[src/rtl/imem_loader.sv]
// Packs UART bytes (first byte MSB) into words and writes them to the instruction RAM
// until the HALT word. Optional byte checksum after HALT: define IMEM_LOADER_CHECKSUM_EN.
module imem_loader #(
  parameter int         RAM_WIDTH   = 32,
  parameter int         RAM_DEPTH   = 2048,
  parameter int         BYTE_WIDTH  = 8,
  parameter logic [5:0] HALT_OPCODE = 6'b111111,
  localparam int        CW          = $clog2(RAM_DEPTH) + 1
) (
  input  logic                  clka,
  input  logic                  reset,
  input  logic                  start,
  input  logic [BYTE_WIDTH-1:0] rx_data,
  input  logic                  rx_valid,
  output logic [RAM_WIDTH-1:0]  addra,
  output logic [RAM_WIDTH-1:0]  dina,
  output logic                  wea,
  output logic                  busy,
  output logic                  done,
  output logic                  error,
  output logic [CW-1:0]         word_count
);

`ifdef IMEM_LOADER_CHECKSUM_EN
  typedef enum logic [2:0] {
    IDLE = 3'd0, RECV = 3'd1, SETUP = 3'd2, WRITE = 3'd3, HOLD = 3'd4, CHECK = 3'd5, DONE = 3'd6
  } state_t;
`else
  typedef enum logic [2:0] {
    IDLE = 3'd0, RECV = 3'd1, SETUP = 3'd2, WRITE = 3'd3, HOLD = 3'd4, DONE = 3'd6
  } state_t;
`endif

  state_t state, state_next;

  // Only the first three bytes of a word need storage; the fourth goes straight into dina.
  logic [RAM_WIDTH-BYTE_WIDTH-1:0] word;
  logic [1:0]                      byte_cnt;
  logic                            pending;
  logic [BYTE_WIDTH-1:0]           pend_byte;

  logic                  byte_avail;
  logic [BYTE_WIDTH-1:0] byte_in;
  logic                  consume;
  logic                  overrun;
  logic                  overflow;
  logic                  begin_load;
  logic                  halt_word;

`ifdef IMEM_LOADER_CHECKSUM_EN
  logic [BYTE_WIDTH-1:0] csum;
  logic                  check_bad;
`endif

  // A buffered byte is always older than one arriving now, so it is taken first.
  assign byte_avail = pending | rx_valid;
  assign byte_in    = pending ? pend_byte : rx_data;
  assign halt_word  = (dina[RAM_WIDTH-1 -: 6] == HALT_OPCODE);
  assign wea        = (state == WRITE);
  assign busy       = (state != IDLE) && (state != DONE);

  always_ff @(posedge clka or posedge reset) begin
    if (reset) state <= IDLE;
    else       state <= state_next;
  end

  always_comb begin
    state_next = state;
    consume    = 1'b0;
    overrun    = 1'b0;
    overflow   = 1'b0;
    begin_load = 1'b0;
`ifdef IMEM_LOADER_CHECKSUM_EN
    check_bad  = 1'b0;
`endif
    case (state)
      IDLE, DONE: begin
        if (start) begin
          begin_load = 1'b1;
          state_next = RECV;
        end
      end
      RECV: begin
        if (byte_avail) begin
          consume = 1'b1;
          if (byte_cnt == 2'd3) state_next = SETUP;
        end
      end
      SETUP, WRITE: begin
        if (pending && rx_valid) begin
          overrun    = 1'b1;
          state_next = DONE;
        end else begin
          state_next = (state == SETUP) ? WRITE : HOLD;
        end
      end
      HOLD: begin
        if (pending && rx_valid) begin
          overrun    = 1'b1;
          state_next = DONE;
        end else if (halt_word) begin
`ifdef IMEM_LOADER_CHECKSUM_EN
          state_next = CHECK;
`else
          state_next = DONE;
`endif
        end else if (word_count == CW'(RAM_DEPTH)) begin
          overflow   = 1'b1;
          state_next = DONE;
        end else begin
          state_next = RECV;
        end
      end
`ifdef IMEM_LOADER_CHECKSUM_EN
      CHECK: begin
        if (byte_avail) begin
          check_bad  = (byte_in != csum);
          state_next = DONE;
        end
      end
`endif
      default: state_next = IDLE;
    endcase
  end

  always_ff @(posedge clka or posedge reset) begin
    if (reset) begin
      addra      <= '0;
      dina       <= '0;
      done       <= 1'b0;
      error      <= 1'b0;
      word_count <= '0;
      word       <= '0;
      byte_cnt   <= 2'd0;
      pending    <= 1'b0;
      pend_byte  <= '0;
`ifdef IMEM_LOADER_CHECKSUM_EN
      csum       <= '0;
`endif
    end else if (begin_load) begin
      addra      <= '0;
      done       <= 1'b0;
      error      <= 1'b0;
      word_count <= '0;
      word       <= '0;
      byte_cnt   <= 2'd0;
      pending    <= 1'b0;
`ifdef IMEM_LOADER_CHECKSUM_EN
      csum       <= '0;
`endif
    end else begin
      if (consume) begin
        word     <= {word[RAM_WIDTH-2*BYTE_WIDTH-1:0], byte_in};
        byte_cnt <= byte_cnt + 2'd1;
        if (byte_cnt == 2'd3) dina <= {word, byte_in};
`ifdef IMEM_LOADER_CHECKSUM_EN
        csum     <= csum ^ byte_in;
`endif
      end
      case (state)
        RECV: begin
          // A byte arriving while the buffer drains refills it for the next cycle.
          if (pending) begin
            pending   <= rx_valid;
            pend_byte <= rx_data;
          end
        end
        SETUP, WRITE, HOLD: begin
          if (rx_valid && !pending) begin
            pending   <= 1'b1;
            pend_byte <= rx_data;
          end
        end
`ifdef IMEM_LOADER_CHECKSUM_EN
        CHECK: pending <= 1'b0;
`endif
        default: ;
      endcase
      // The word is in the RAM once WRITE has been presented, even if an overrun aborts here.
      if (state == WRITE) word_count <= word_count + CW'(1);
      if (state == HOLD && state_next == RECV) addra <= addra + RAM_WIDTH'(1);
      if (overrun || overflow) error <= 1'b1;
`ifdef IMEM_LOADER_CHECKSUM_EN
      if (check_bad) error <= 1'b1;
`endif
      if (state_next == DONE && state != DONE) done <= 1'b1;
    end
  end

endmodule

[config.mk]
export PLATFORM = sky130hd
export DESIGN_NAME = imem_loader
export DESIGN_NICKNAME = d
export VERILOG_FILES = /design/src/rtl/imem_loader.sv
export SDC_FILE = /design/constraint.sdc
export NUM_CORES = 1
export LEC_CHECK = 0
export CORE_MARGIN = 4
export CORE_UTILIZATION = 35
export DETAILED_ROUTE_END_ITERATION = 10
export PLACE_DENSITY = 0.58
export SYNTH_ARGS = -nofsm -noshare
export SYNTH_HDL_FRONTEND = slang
export SYNTH_SLANG_ARGS = --single-unit
[constraint.sdc]
create_clock -name clka -period 4.9 [get_ports clka]
set_clock_uncertainty 0.15 [all_clocks]
set_input_delay 0.98 -clock clka [delete_from_list [all_inputs] [get_ports clka]]
set_output_delay 0.98 -clock clka [all_outputs]
set_load 0.05 [all_outputs]
Word level (Yosys, flattened, before mapping)
Index checks and enable logic that the tools add are counted.
{"block": "totals", "word_cells": 90, "ff_bits": 116, "in_bits": 12, "output_inout_bits": 80}
{"block": "classes", "n_reduce_logical": 22, "n_mux": 39, "n_addsub": 3, "n_eq_ne": 14, "bitwise": 2}
{"cell": "two-way mux 32 bit", "n": 2}
{"cell": "two-way mux 24 bit", "n": 2}
{"cell": "adder 32 x 1 -> 32 bit (second input constant)", "n": 1}
{"cell": "two-way mux 12 bit", "n": 2}
{"cell": "two-way mux 3 bit", "n": 8}
{"cell": "two-way mux 8 bit", "n": 3}
{"cell": "two-way mux 1 bit", "n": 17}
{"cell": "one-hot mux 8 bit (2 select lines)", "n": 1}
{"cell": "adder 12 x 1 -> 12 bit (second input constant)", "n": 1}
{"cell": "== test 12 bit (second input constant)", "n": 1}
{"cell": "one-hot mux 3 bit (4 select lines)", "n": 1}
{"cell": "nonzero test 2 bit", "n": 6}
{"cell": "== test 3 bit (second input constant)", "n": 3}
{"cell": "== test 3 x 1 -> 1 bit (second input constant)", "n": 2}
{"cell": "== test 3 x 2 -> 1 bit (second input constant)", "n": 2}
{"cell": "== test 6 bit (second input constant)", "n": 1}
{"cell": "nonzero test 3 bit", "n": 2}
{"cell": "logical AND 1 bit", "n": 5}
{"cell": "two-way mux 2 bit", "n": 2}
{"cell": "AND reduction 4 bit", "n": 1}
{"cell": "OR reduction 2 bit", "n": 2}
{"cell": "zero test 3 bit", "n": 1}
{"cell": "!= test 3 x 1 -> 1 bit (second input constant)", "n": 1}
{"cell": "!= test 3 bit (second input constant)", "n": 1}
{"cell": "12 further kinds", "n": 12}

Longest topological paths before layout
{"block": "logic_depth", "ltp_word": 9, "depth_mapped": 9, "mapped_depth_nobuf": 7}

Worst setup path before layout
No wires, ideal clock.
{"block": "synth_timing", "path_type": "input to register", "start": "input rx_valid", "end": "register addra[17]", "path_buffers": 2, "t_arrival_ns": 2.534, "setup_ns": 0.078, "stages": 7, "required_ns": 4.672, "setup_slack_ns": 2.138, "cell_sequence": "and2_1 > a211o_1 > buf_6 > or3_4 > buf_6 > or3_1 > a21oi_1"}
{"block": "synth_between", "elab_chain_cells": 6, "elab_cells_between_ends": 9, "cone_classes": "eq/ne (1); mux (4); bitwise (1); reduce/logical (3)"}
{"element": "from (decl)", "line_no": "14", "source": "input logic rx_valid,"}
{"element": "OR 1 bit or logical AND 1 bit (tied branches)", "line_no": "56, 90, 98"}
{"element": "two-way mux 3 bit, on equally long branches", "line_no": "84, 90, 98"}
{"element": "one-hot mux 3 bit (4 select lines) (*)", "line_no": "76", "source": "case (state)"}
{"element": "== test 3 x 1 -> 1 bit (*)", "line_no": "181", "source": "if (state == HOLD && state_next == RECV) addra <= addra + RAM_WIDTH'(1);"}
{"element": "logical AND 1 bit (*)", "line_no": "181"}
{"element": "nonzero test 2 bit (no line) (*)"}
{"element": "to (signal assigned)", "line_no": "181"}
{"element": "to (decl)", "line_no": "15", "source": "output logic [RAM_WIDTH-1:0] addra,"}
Every way passes the cells marked *; elsewhere a longest branch is shown, timed or not.
A chain may end at the register's enable or synchronous reset.

Worst setup path in the final report
{"block": "layout_timing", "start": "register state[2]", "end": "output wea"}
{"block": "layout_between", "elab_chain_cells": 1}
{"element": "from (decl)", "line_no": "34", "source": "state_t state, state_next;"}
{"element": "from (signal assigned)", "line_no": "64", "source": "else state <= state_next;"}
{"element": "== test 3 x 2 -> 1 bit", "line_no": "59", "source": "assign wea = (state == WRITE);"}
{"element": "to (decl)", "line_no": "17", "source": "output logic wea,"}
Every way passes these cells.

==> impl_metrics.tcl <==
set metrics [dict create \
    synth_most_common_cell "dfrtp_1" \
    internal_power_w 0.00271 \
    power_frac_seq 0.338 \
    worstHoldStart "dina[4]" \
    clockPowerShare 0.298 \
    yosys.area.top_type "dfrtp_1" \
    worst_r2r_startpoint "pending" \
    comb_power_share 0.363 \
    dieHeight_um 131 \
    post_drt_via_cell_ratio 5.18 \
    setup_viol 0 \
    n_antenna_cell 0 \
    finish.utilization 0.476 \
    critPathBufInv 2 \
    drtAntennaViolNets 0 \
    slowest_stage "clkdlybuf4s50_1" \
    synth_area_sq_mm 0.00526 \
    cts_setup_buffers 0 \
    vias 4138 \
    yosys_warnings 0 \
    dr.pass1.iters 4 \
    fin_nets 618 \
    synthArstFlopShare 1.00 \
    fin_area_sq_mm 0.00697 \
    cts_buffer_depth 2 \
    rsz0062_at_grt "false" \
    place_congestion 0.826 \
    synthCells 510 \
    yosysSeqAreaShare 0.552 \
    fp-row-count 44 \
    start_util 0.359 \
    sw_frac_of_total 0.389 \
    first_iter_violations 193 \
    grt.overflow.total 0 \
    seq_area_sq_mm 0.00290 \
    vdd_ir_drop_max_mv 0.323 \
    whs_ps 333 \
    antenna_found_initial 0 \
    fin_crit_sh 0.692 \
    reg2regPathDepth 5 \
    grt_pass1_vias 4156 \
    holdPathStages 2 \
    tritoncts "built" \
    worstPathArrival_ps 2260 \
    synth_area_leaders "dfrtp_1 55%, mux2_2 7.1%, nand2_1 5.4%, nand3_1 3.8%, o21ai_0 3.0%" \
    power_w 0.00443 \
    fmax_ghz 0.295 \
    required_ps 3770 \
    port_buffers 91 \
    dieArea_sq_mm 0.0170 \
    synth_edf_count 0 \
    synth-seq-cells 116 \
    cts_buffers 17 \
    hold_viol 0 \
    critical_path_class "reg2out" \
    post-route-min-period_ps 3390 \
    pin_count 92 \
    post_synth.cell_area_avg_sq_um 10.3 \
    drc 0 \
    cts_root_buf "clkbuf_16" \
    yosys.area.top_type_share 0.552 \
    grt_start_max_net_pins 61 \
    htreeDepth 4 \
    r2r_slack_ps 2200 \
    power_density_mw_per_mm2 635 \
    crit_chain "nand3b_1 -> inv_1 -> clkdlybuf4s50_1" \
    hold_class "reg2reg" \
    syn_nets 526 \
    synth_flop_cell "dfrtp_1" \
    synth_commonest_cells "116 x dfrtp_1, 76 x nand2_1, 40 x nand3_1" \
    multiInputGateArea_sq_mm 0.00219 \
    power.leakage_nw 2.96 \
    drive_above_1_share 0.130 \
    r2r_end "addra[15]" \
    slew_violations 0 \
    yosysUniqueCellTypes 41 \
    clk_latency_ps 410 \
    cts_resized 0 \
    critPathTopFamily "buffers and inverters" \
    post_drt_wl_per_cell_um 15.6 \
    timing.setup.tns_ps 0 \
    nFillCells 1360 \
    syn_to_final_growth_pct 32.6 \
    cts.sink_count 116 \
    tightest_slew_ps 830 \
    worstPathMaxFanout 10 \
    clkSlewWorstSetupHoldPaths_ps 50 \
    switchingPower_w 0.00172 \
    hold_buffers 0 \
    crit_path_start_kind "flip-flop" \
    max_cap_violations 0 \
    design.core.area_sq_mm 0.0146 \
    max_stage_delay_ps 830 \
    whs_endpoint "dina[4]" \
    drt_wl_total_mm 12.5 \
    die_w_um 131 \
    slew_headroom 0.443 \
    crit_path_end_kind "primary output" \
    hpwl_mm 8.75 \
    placed_area_sq_mm 0.00633 \
    grt_pass1_wl_mm 20.9 \
    grtUsageTotal 0.156 \
    outcome "completed" \
]
[worst max-delay path by stage]
| stage | startpoint | end | slack, ps | cells after the start |
|---|---|---|---|---|
| floorplan | reset | addra[0] | 700 | 1 |
| global placement | rx_valid | addra[19] | 1430 | 6 |
| detailed placement | rx_valid | addra[15] | 1350 | 6 |
| CTS | state[2] | wea | 1480 | 3 |
| global route | state[2] | wea | 1370 | 3 |
| finish | state[2] | wea | 1510 | 3 |
[cell families (layout without fill, tap and decap cells)]
family          after synthesis  in the layout  share of synthesized area
simple gates                213            213                      0.199
fa+ha+maj                     4              4                    0.00952
xor+xnor                     19             19                     0.0317
compound gates               78             78                     0.0850
mux                          43             43                     0.0897
flops                       116            116                      0.552
buf+inv                      37            142                     0.0324
[per-stage QoR]
step           setup WS [ps]  cells
2_1_floorplan            698    510
3_3_place_gp            1430    767
3_5_place_dp            1350    767
4_1_cts                 1480    799
5_1_grt                 1370    799
6_report                1510    799
[registers in the layout, summed over array words and instances (netlist names)]
register    cells
pend_byte       8
error           1
word           24
byte_cnt        2
addra          32
done            1
dina           32
pending         1
word_count     12
state           3
[per-layer routing]
layer  GRT usage  wire, um  vias up
li1            -         -     1988
met1       0.207      5760     2036
met2       0.239      5880       92
met3      0.0508       573       22
met4      0.0605       287        0
met5           0         0        -
[worst register-to-register path, cell delays in order (launching register included)]
cell     delay, ps
dfrtp_1        630
and2_1         320
a211o_1        400
or3_4          480
or4_1          490
a21oi_1        160
[area by class of cell]
type                            instances  area share
Inverter                               13     0.00736
Clock inverter                         11      0.0253
Clock buffer                           21      0.0660
Multi-Input combinational cell        357       0.315
Timing Repair Buffer                   97       0.137
Sequential cell                       116       0.416
Tap cell                              184      0.0330
[power groups by stage]
stage	sequential (W)	combinational, W	clock, W
2_1_floorplan	0.00194	0.000664	0
3_3_place_gp	0.00151	0.00160	0
3_5_place_dp	0.00152	0.00162	0
4_1_cts	0.00150	0.00163	0.00135
5_1_grt	0.00154	0.00174	0.00140
6_report	0.00150	0.00161	0.00132
[cell usage in the layout, fill, tap and decap left out, types with 2 or more instances in the layout]
master	instances
nor3_1	8
nor4_1	7
nand2b_1	3
or4_1	5
nor4b_1	3
nor2_1	27
clkbuf_8	2
buf_4	6
nor3b_1	2
clkinvlp_4	4
clkdlybuf4s50_1	91
xor2_1	6
o211ai_1	7
nand4_1	10
clkbuf_1	2
and3_1	6
a21oi_1	24
dfrtp_1	116
nand3b_1	2
o21ai_0	32
inv_1	12
or3_1	11
mux2i_1	10
bufinv_16	4
xnor2_1	13
mux2_2	33
clkinv_4	3
or2_2	4
nand3_1	40
o31ai_1	8
ha_1	4
nand2_1	76
and2_1	2
clkbuf_16	17
Power figures use the tool's default switching activity.
